**src/rtl/audio_note_sequencer.sv**
```systemverilog
// Note queue feeding the audio duration interface; optional AUDIO_SEQ_OVF_EN adds a sticky overflow flag.
// Latency: start 2 cycles after a push to an idle, empty queue; no backpressure, pushes while full are dropped.
module audio_note_sequencer #(
  parameter int DEPTH      = 8,
  parameter int DUR_W      = 17,
  parameter int PITCH_W    = 8,
  parameter int GAP_FRAMES = 1
) (
  input  logic                   clk25,
  input  logic                   reset,
  input  logic                   wr_en,
  input  logic [DUR_W-1:0]       wr_dur,
  input  logic [PITCH_W-1:0]     wr_pitch,
  input  logic                   frclk,
  input  logic                   audio_en,
  output logic                   start,
  output logic [DUR_W-1:0]       dur,
  output logic [PITCH_W-1:0]     pitch,
  output logic                   full,
  output logic                   empty,
  output logic [$clog2(DEPTH):0] level,
  output logic                   busy,
  output logic                   err,
  output logic                   ovf
);

  localparam int AW = $clog2(DEPTH);
  localparam int GW = (GAP_FRAMES > 1) ? $clog2(GAP_FRAMES) : 1;

  typedef enum logic [2:0] {IDLE, ISSUE, WAIT_ON, PLAY, GAP} state_t;
  localparam state_t AFTER_NOTE = (GAP_FRAMES == 0) ? IDLE : GAP;

  state_t             state;
  logic [DUR_W-1:0]   mem_dur   [DEPTH];
  logic [PITCH_W-1:0] mem_pitch [DEPTH];
  logic [AW-1:0]      wr_ptr;
  logic [AW-1:0]      rd_ptr;
  logic               push;
  logic               pop;
  logic [DUR_W-1:0]   head_dur;
  logic [PITCH_W-1:0] head_pitch;
  logic [PITCH_W-1:0] pitch_lat;
  logic [1:0]         timer;
  logic [GW-1:0]      gap_cnt;
  logic               fr_meta;
  logic               fr_sync;
  logic               fr_sync_d;
  logic               frame_tick;

  assign full       = (level == (AW+1)'(DEPTH));
  assign empty      = (level == '0);
  assign push       = wr_en & ~full;
  assign pop        = (state == IDLE) & ~empty;
  assign busy       = (state != IDLE) | ~empty;
  assign head_dur   = mem_dur[rd_ptr];
  assign head_pitch = mem_pitch[rd_ptr];
  assign frame_tick = fr_sync & ~fr_sync_d;

  always_ff @(posedge clk25) begin
    if (push) begin
      mem_dur[wr_ptr]   <= wr_dur;
      mem_pitch[wr_ptr] <= wr_pitch;
    end
  end

  always_ff @(posedge clk25) begin
    if (reset) begin
      wr_ptr <= '0;
      rd_ptr <= '0;
      level  <= '0;
    end else begin
      if (push) wr_ptr <= wr_ptr + AW'(1);
      if (pop)  rd_ptr <= rd_ptr + AW'(1);
      case ({push, pop})
        2'b10:   level <= level + (AW+1)'(1);
        2'b01:   level <= level - (AW+1)'(1);
        default: level <= level;
      endcase
    end
  end

  always_ff @(posedge clk25) begin
    if (reset) begin
      fr_meta   <= 1'b0;
      fr_sync   <= 1'b0;
      fr_sync_d <= 1'b0;
    end else begin
      fr_meta   <= frclk;
      fr_sync   <= fr_meta;
      fr_sync_d <= fr_sync;
    end
  end

  // Zero-duration notes are popped and discarded without ever reaching ISSUE.
  always_ff @(posedge clk25) begin
    if (reset) begin
      state     <= IDLE;
      start     <= 1'b0;
      dur       <= '0;
      pitch     <= '0;
      pitch_lat <= '0;
      err       <= 1'b0;
      timer     <= '0;
      gap_cnt   <= '0;
    end else begin
      start <= 1'b0;
      case (state)
        IDLE: begin
          if (!empty && head_dur != '0) begin
            dur       <= head_dur;
            pitch_lat <= head_pitch;
            start     <= 1'b1;
            state     <= ISSUE;
          end
        end
        ISSUE: begin
          timer <= '0;
          state <= WAIT_ON;
        end
        WAIT_ON: begin
          if (audio_en) begin
            pitch <= pitch_lat;
            state <= PLAY;
          end else if (timer == 2'd3) begin
            err     <= 1'b1;
            pitch   <= '0;
            gap_cnt <= '0;
            state   <= AFTER_NOTE;
          end else begin
            timer <= timer + 2'd1;
          end
        end
        PLAY: begin
          if (!audio_en) begin
            pitch   <= '0;
            gap_cnt <= '0;
            state   <= AFTER_NOTE;
          end
        end
        GAP: begin
          if (frame_tick) begin
            if (gap_cnt == GW'(GAP_FRAMES - 1)) state <= IDLE;
            else gap_cnt <= gap_cnt + GW'(1);
          end
        end
        default: state <= IDLE;
      endcase
    end
  end

`ifdef AUDIO_SEQ_OVF_EN
  always_ff @(posedge clk25) begin
    if (reset)               ovf <= 1'b0;
    else if (wr_en && full)  ovf <= 1'b1;
  end
`else
  assign ovf = 1'b0;
`endif

endmodule
```
**config.mk**
```make
export PLATFORM = sky130hd
export DESIGN_NAME = audio_note_sequencer
export DESIGN_NICKNAME = d
export VERILOG_FILES = /design/src/rtl/audio_note_sequencer.sv
export SDC_FILE = /design/constraint.sdc
export NUM_CORES = 1
export LEC_CHECK = 0
export CAP_MARGIN = 10
export CORE_ASPECT_RATIO = 0.5
export CORE_MARGIN = 2
export CORE_UTILIZATION = 40
export CTS_BUF_LIST = sky130_fd_sc_hd__clkbuf_4
export DETAILED_ROUTE_END_ITERATION = 7
export PLACE_DENSITY_LB_ADDON = 0.3
export SLEW_MARGIN = 15
export SYNTH_ARGS = -nofsm -noshare
export SYNTH_HDL_FRONTEND = slang
export SYNTH_SLANG_ARGS = --single-unit
```
**constraint.sdc**
```tcl
create_clock -name clk25 -period 6.9 [get_ports clk25]
set_input_delay 1.725 -clock clk25 [delete_from_list [all_inputs] [get_ports clk25]]
set_output_delay 1.725 -clock clk25 [all_outputs]
set_load 0.05 [all_outputs]
```
==> reports/results.txt, run 1 <==
Die extent in y - 117 um
H-tree levels - 2
Seq/Total Area, Yosys - 69.8%
Fmax - 238 MHz
Largest net degree at the start of global routing - 58
Area leader, netlist - edfxtp_1
Clk root buf - clkbuf_4
Critical path data required time - 5.18 ns
Crit path kind - reg2out
Switching Power - 1.54 mW
Global Route Usage Sum - 15.8%
Clock sink count - 256
Net Sw Frac - 34.2%
Post_cts resized - 0
Multi-input gate area - 0.00281 mm2
I/O pin count - 65
Slew @ Worst Pin - 1.12 ns
Number of synthesized flops with an enable pin - 200
Worst Path Max Fanout - 6
Fin nets - 739
DIE WIDTH - 230 um
CTS tree - built
Buf/Inv on CP - 1
Initial Util - 40.6%
Placer's final routability congestion estimate - 0.728
Tcrit/Tclk final - 60.8%
HPWL after DPL - 11.6 mm
CTS Hold Bufs - 0
Storage cell area - 0.00713 mm2
Pre-Repair DR Iteration Count - 5
Min Tclk post-route - 4.19 ns
Flops & latches, synth - 256
Combinational Power Share - 31.2%
Initial antenna violation count - 1
DP Cell Count - 987
Row count - 41
Int Power - 2.96 mW
RSZ-0062 raised after global routing - false
Worst vdd ir - 0.000150 V
Non-Filler Instances - 1089
Sequential Power Share - 43.9%
Grt total ovfl - 0
Synth cell types - 52
Commonest non-fill, non-tap cells in the layout - 200 x edfxtp_1, 86 x clkbuf_4, 62 x clkdlybuf4s50_1, 54 x dfxtp_1
Clock skew - 0.0536 ns
Pwr/cell area - 377 mW/mm2
Ratio of cells with drive above 1 in the final layout - 25.9%
Max-slew headroom - 25.0%
IO buf count - 63
# DRC - 0
Setup TNS - 0 ns
Async S/R FF share, synth - 0%
Clk slew on worst S/H paths - 0.07 ns
Total wire length - 20.4 mm
Vias in the first global route - 5657
Mapped Nets - 639
Worst path slowest cell - clkdlybuf4s50_1
First-pass GRT wire length - 31.9 mm
Final Max Slew Viols - 0
Clk network pwr share - 24.9%
CP endpoint kind - output port
Class of the worst hold path - reg2reg
Full die area - 0.0269 mm2
Final setup violating endpoints - 0
Mapped Cells - 602
Clock Latency Late Sink - 0.68 ns
Max stage delay on crit path - 0.91 ns
Post-route ant nets - 0
Yosys top cell area share - 58.8%
Via Count - 5578
Worst path cell trace - nor4_1 > clkdlybuf4s50_1
Clock buffer depth - 3
Cts bufs inserted - 57
Pwr Total - 4.50 mW
DRT iter0 DRCs - 477
Commonest register cell after synthesis - edfxtp_1
Status - finished, final reports clean
Max-Cap Viols - 0
Syn Std Cell Area - 0.0102 mm2
Syn-to-layout area delta - 16.8%
Core ar. - 0.0251 mm2
Mapped Avg Cell Area - 17.0 um2
P_leak - 3.88 nW
Type of origin of the critical path - flop
Worst path arrival time - 2.47 ns
Commonest non-fill, non-tap cell in the layout - edfxtp_1
Area contributors post-synth - edfxtp_1 59%, dfxtp_1 11%, mux4_2 7.7%
Wire per inst - 18.7 um
Final Hold Vio Count - 0
Delay-heaviest family, CP - buffers and inverters
Post-CTS Setup Bufs - 0
Total of warnings raised by yosys - 0
Vias per cell - 5.12
Fillers - 2191
==> synthesized netlist by cell type (10+ instances only) <==
| library cell | count |
|---|---|
| edfxtp_1 | 200 |
| inv_1 | 31 |
| mux2i_1 | 20 |
| a211oi_2 | 16 |
| a311oi_1 | 22 |
| a22oi_1 | 10 |
| nand2_1 | 15 |
| clkbuf_1 | 14 |
| nor3_1 | 11 |
| a21oi_1 | 11 |
| mux2_2 | 19 |
| mux4_2 | 35 |
| nor2_1 | 38 |
| dfxtp_1 | 56 |
==> registers in the layout (all words and copies together) (netlist names), 2 cells and up, named ones only <==
signal / count
pitch: 8
mem_pitch: 64
level: 4
state: 3
mem_dur: 136
timer: 2
rd_ptr: 3
wr_ptr: 3
dur: 17
pitch_lat: 8
==> layout make-up <==
| class | instances | area share [%] |
|---|---|---|
| flip-flops and latches | 256 | 59.7 |
| multi-input cells | 278 | 23.5 |
| repair buffers | 78 | 6.19 |
| clock buffers | 86 | 5.41 |
| well taps | 344 | 3.61 |
| inverters | 31 | 0.975 |
| clock inverters | 15 | 0.524 |
| diodes | 1 | 0.0210 |
==> power by group through the flow <==
stage	Sequential, mW	Combinational [mW]	Clock (mW)
final	1.97	1.41	1.12
after global routing	2.00	1.52	1.24
after CTS	1.98	1.42	1.16
after detailed placement	2.01	1.42	0
after global placement	2.01	1.40	0
after floorplan	2.17	0.866	0
==> kinds of logic (layout without fill, tap and decap cells) <==
logic type,after synthesis,in the layout,share of synthesized area (%)
flip-flops,256,256,69.8
multiplexers,83,83,14.0
AO/OA/AOI/OAI,81,81,6.76
adder cells (fa/ha/maj),7,7,0.931
AND/OR/NAND/NOR,99,99,4.83
XOR/XNOR,7,7,0.600
other,1,2,0.0367
buffers and inverters,68,210,3.11
==> metal layers <==
layer,share of wire [%],track usage [%],vias up
met1,43,20.4,2800
met3,5.5,3.56,34
met5,0,0,-
met4,1.7,5.81,0
met2,50,26.5,134
li1,-,-,2610
==> stage by stage <==
step / area [um2] / hold WS (ns) / utilization [%] / worst slack [ns]
after CTS: 11900 / 0.449 / 47.5 / 2.64
after floorplan: 10200 / 0.414 / - / 1.89
after detailed placement: 11200 / 0.433 / 44.6 / 2.83
final: 11900 / 0.444 / 47.5 / 2.71
after global routing: 11900 / 0.453 / 47.5 / 2.51
after global placement: 11200 / 0.419 / 44.6 / 2.88
==> worst paths after layout <==
check	from	endpoint	slack (ns)	cells past startpoint
worst min register to register	fr_meta	fr_sync	0.44	1
worst max-delay path	level[0]	empty	2.71	2
worst max register to register	flop	pitch_lat[5]	3.05	7
worst min-delay path	fr_meta	fr_sync	0.44	1
Note: power is estimated with default switching activity, not from simulation.
==> run 2, diff against run 1 <==
- clock period: 6.9 -> 4.1 ns (I/O delays scaled with it)
==> reports/results.txt, run 2 (synthesis gave the netlist of run 1 again) <==
DIE WIDTH - 230 um
Hold endpoint - fr_sync
Post-route ant nets - 0
Row count - 41
Max-Cap Viols - 0
Reg2reg setup slack - 0.59 ns
Largest net degree at the start of global routing - 49
Final setup violating endpoints - 0
Clk root buf - clkbuf_4
# DRC - 0
Post_cts resized - 0
Via Count - 5608
Vias per cell - 5.12
Pwr/cell area - 643 mW/mm2
Initial antenna violation count - 1
Max stage delay on crit path - 0.97 ns
DRT iter0 DRCs - 320
Worst path cell trace - mux4_1 > mux2_2 > a2111o_1 > nor4_4 > a31o_2 > a211oi_2
Full die area - 0.0269 mm2
Worst Hold Depth - 1
Grt total ovfl - 0
Crit path kind - reg2reg
Clock skew - 0.0307 ns
Ratio of cells with drive above 1 in the final layout - 27.0%
Global Route Usage Sum - 15.6%
CTS tree - built
P_leak - 3.93 nW
Final Max Slew Viols - 0
Commonest non-fill, non-tap cells in the layout - 200 x edfxtp_1, 90 x clkbuf_4, 62 x clkdlybuf4s50_1, 54 x dfxtp_1
Place WS - 0.532 ns
HPWL after DPL - 12.0 mm
CTS Hold Bufs - 0
Post-DP Area - 0.0113 mm2
Clock Latency Late Sink - 0.67 ns
Pwr Total - 7.74 mW
I/O pin count - 65
CP endpoint kind - flop
Final Hold Vio Count - 0
Clock sink count - 256
Fin nets - 745
R2r endpoint - pitch_lat[1]
Post-CTS Setup Bufs - 0
Slew @ Worst Pin - 0.969 ns
Worst hold start - fr_meta
First-pass GRT wire length - 32.0 mm
Type of origin of the critical path - flop
Syn-to-layout area delta - 17.8%
Number of flip-flops in the largest register - 136
Worst vdd ir - 0.000270 V
Min Tclk post-route - 3.51 ns
Cts bufs inserted - 59
Total wire length - 20.5 mm
IO buf count - 63
Class of the worst hold path - reg2reg
Worst Setup Slack, final - 0.591 ns
Clock buffer depth - 3
Buf/Inv on CP - 0
Core ar. - 0.0251 mm2
Fmax - 285 MHz
Util after Layout - 47.9%
Worst Path Max Fanout - 31
Initial Util - 40.6%
Clk slew on worst S/H paths - 0.07 ns
Max-slew headroom - 35.4%
Hold Slack - 0.435 ns
Pre-Repair DR Iteration Count - 4
Worst path arrival time - 4.01 ns
Non-Filler Instances - 1096
Critical path data required time - 4.60 ns
Placer's final routability congestion estimate - 0.766
Design area - 0.0120 mm2
Setup TNS - 0 ns
Worst path slowest cell - dfxtp_2
RSZ-0062 raised after global routing - false
Commonest non-fill, non-tap cell in the layout - edfxtp_1
H-tree levels - 2
R2R cell count - 6
Die extent in y - 117 um
Delay-heaviest family, CP - compound AO/OA/AOI/OAI gates
Vias in the first global route - 5778
Tcrit/Tclk final - 85.6%
Largest Register - mem_dur
Status - finished, final reports clean
Registers with the most flip-flops - mem_dur (136), mem_pitch (64), dur (17)
DP Cell Count - 991
Wire per inst - 18.7 um
[run 2: power breakdown]
group | total [mW] | internal [mW] | switching, mW
sequential | 3.35 | 3.11 | 0.245
combinational | 2.38 | 0.941 | 1.44
clock | 2.00 | 1.06 | 0.946
[run 2: layout make-up]
type	instances	area, um2
multi-input combinational	278	2820
clock buffer	90	676
clock inverter	14	83.8
inverter	31	116
timing repair buffer	82	768
tap	344	430
fill	2151	13100
sequential	256	7130
antenna	1	2.50
[run 2: worst max-delay path by stage]
stage	depth (start not counted)	slack (ns)	start	endpoint
final	6	0.59	flop	pitch_lat[1]
after CTS	6	0.52	flop	dur[10]
after floorplan	4	0.44	wr_en	mem_dur[2][0]
after detailed placement	6	0.53	flop	dur[10]
after global placement	6	0.59	flop	dur[16]
after global routing	6	0.33	flop	pitch_lat[1]
[run 2: routing by layer]
layer	vias to the layer above	global-route usage [%]	part of all wire [%]
met5	-	0	0
met4	0	5.16	1.5
met3	33	3.63	3.7
met2	97	26.6	49
met1	2863	20.0	46
li1	2615	-	-
==> run 3, diff against run 2 <==
- SKIP_CTS_REPAIR_TIMING: unset -> 1
==> results of run 3 <==
The final DEF is identical to that of run 2; final timing and power are the same.
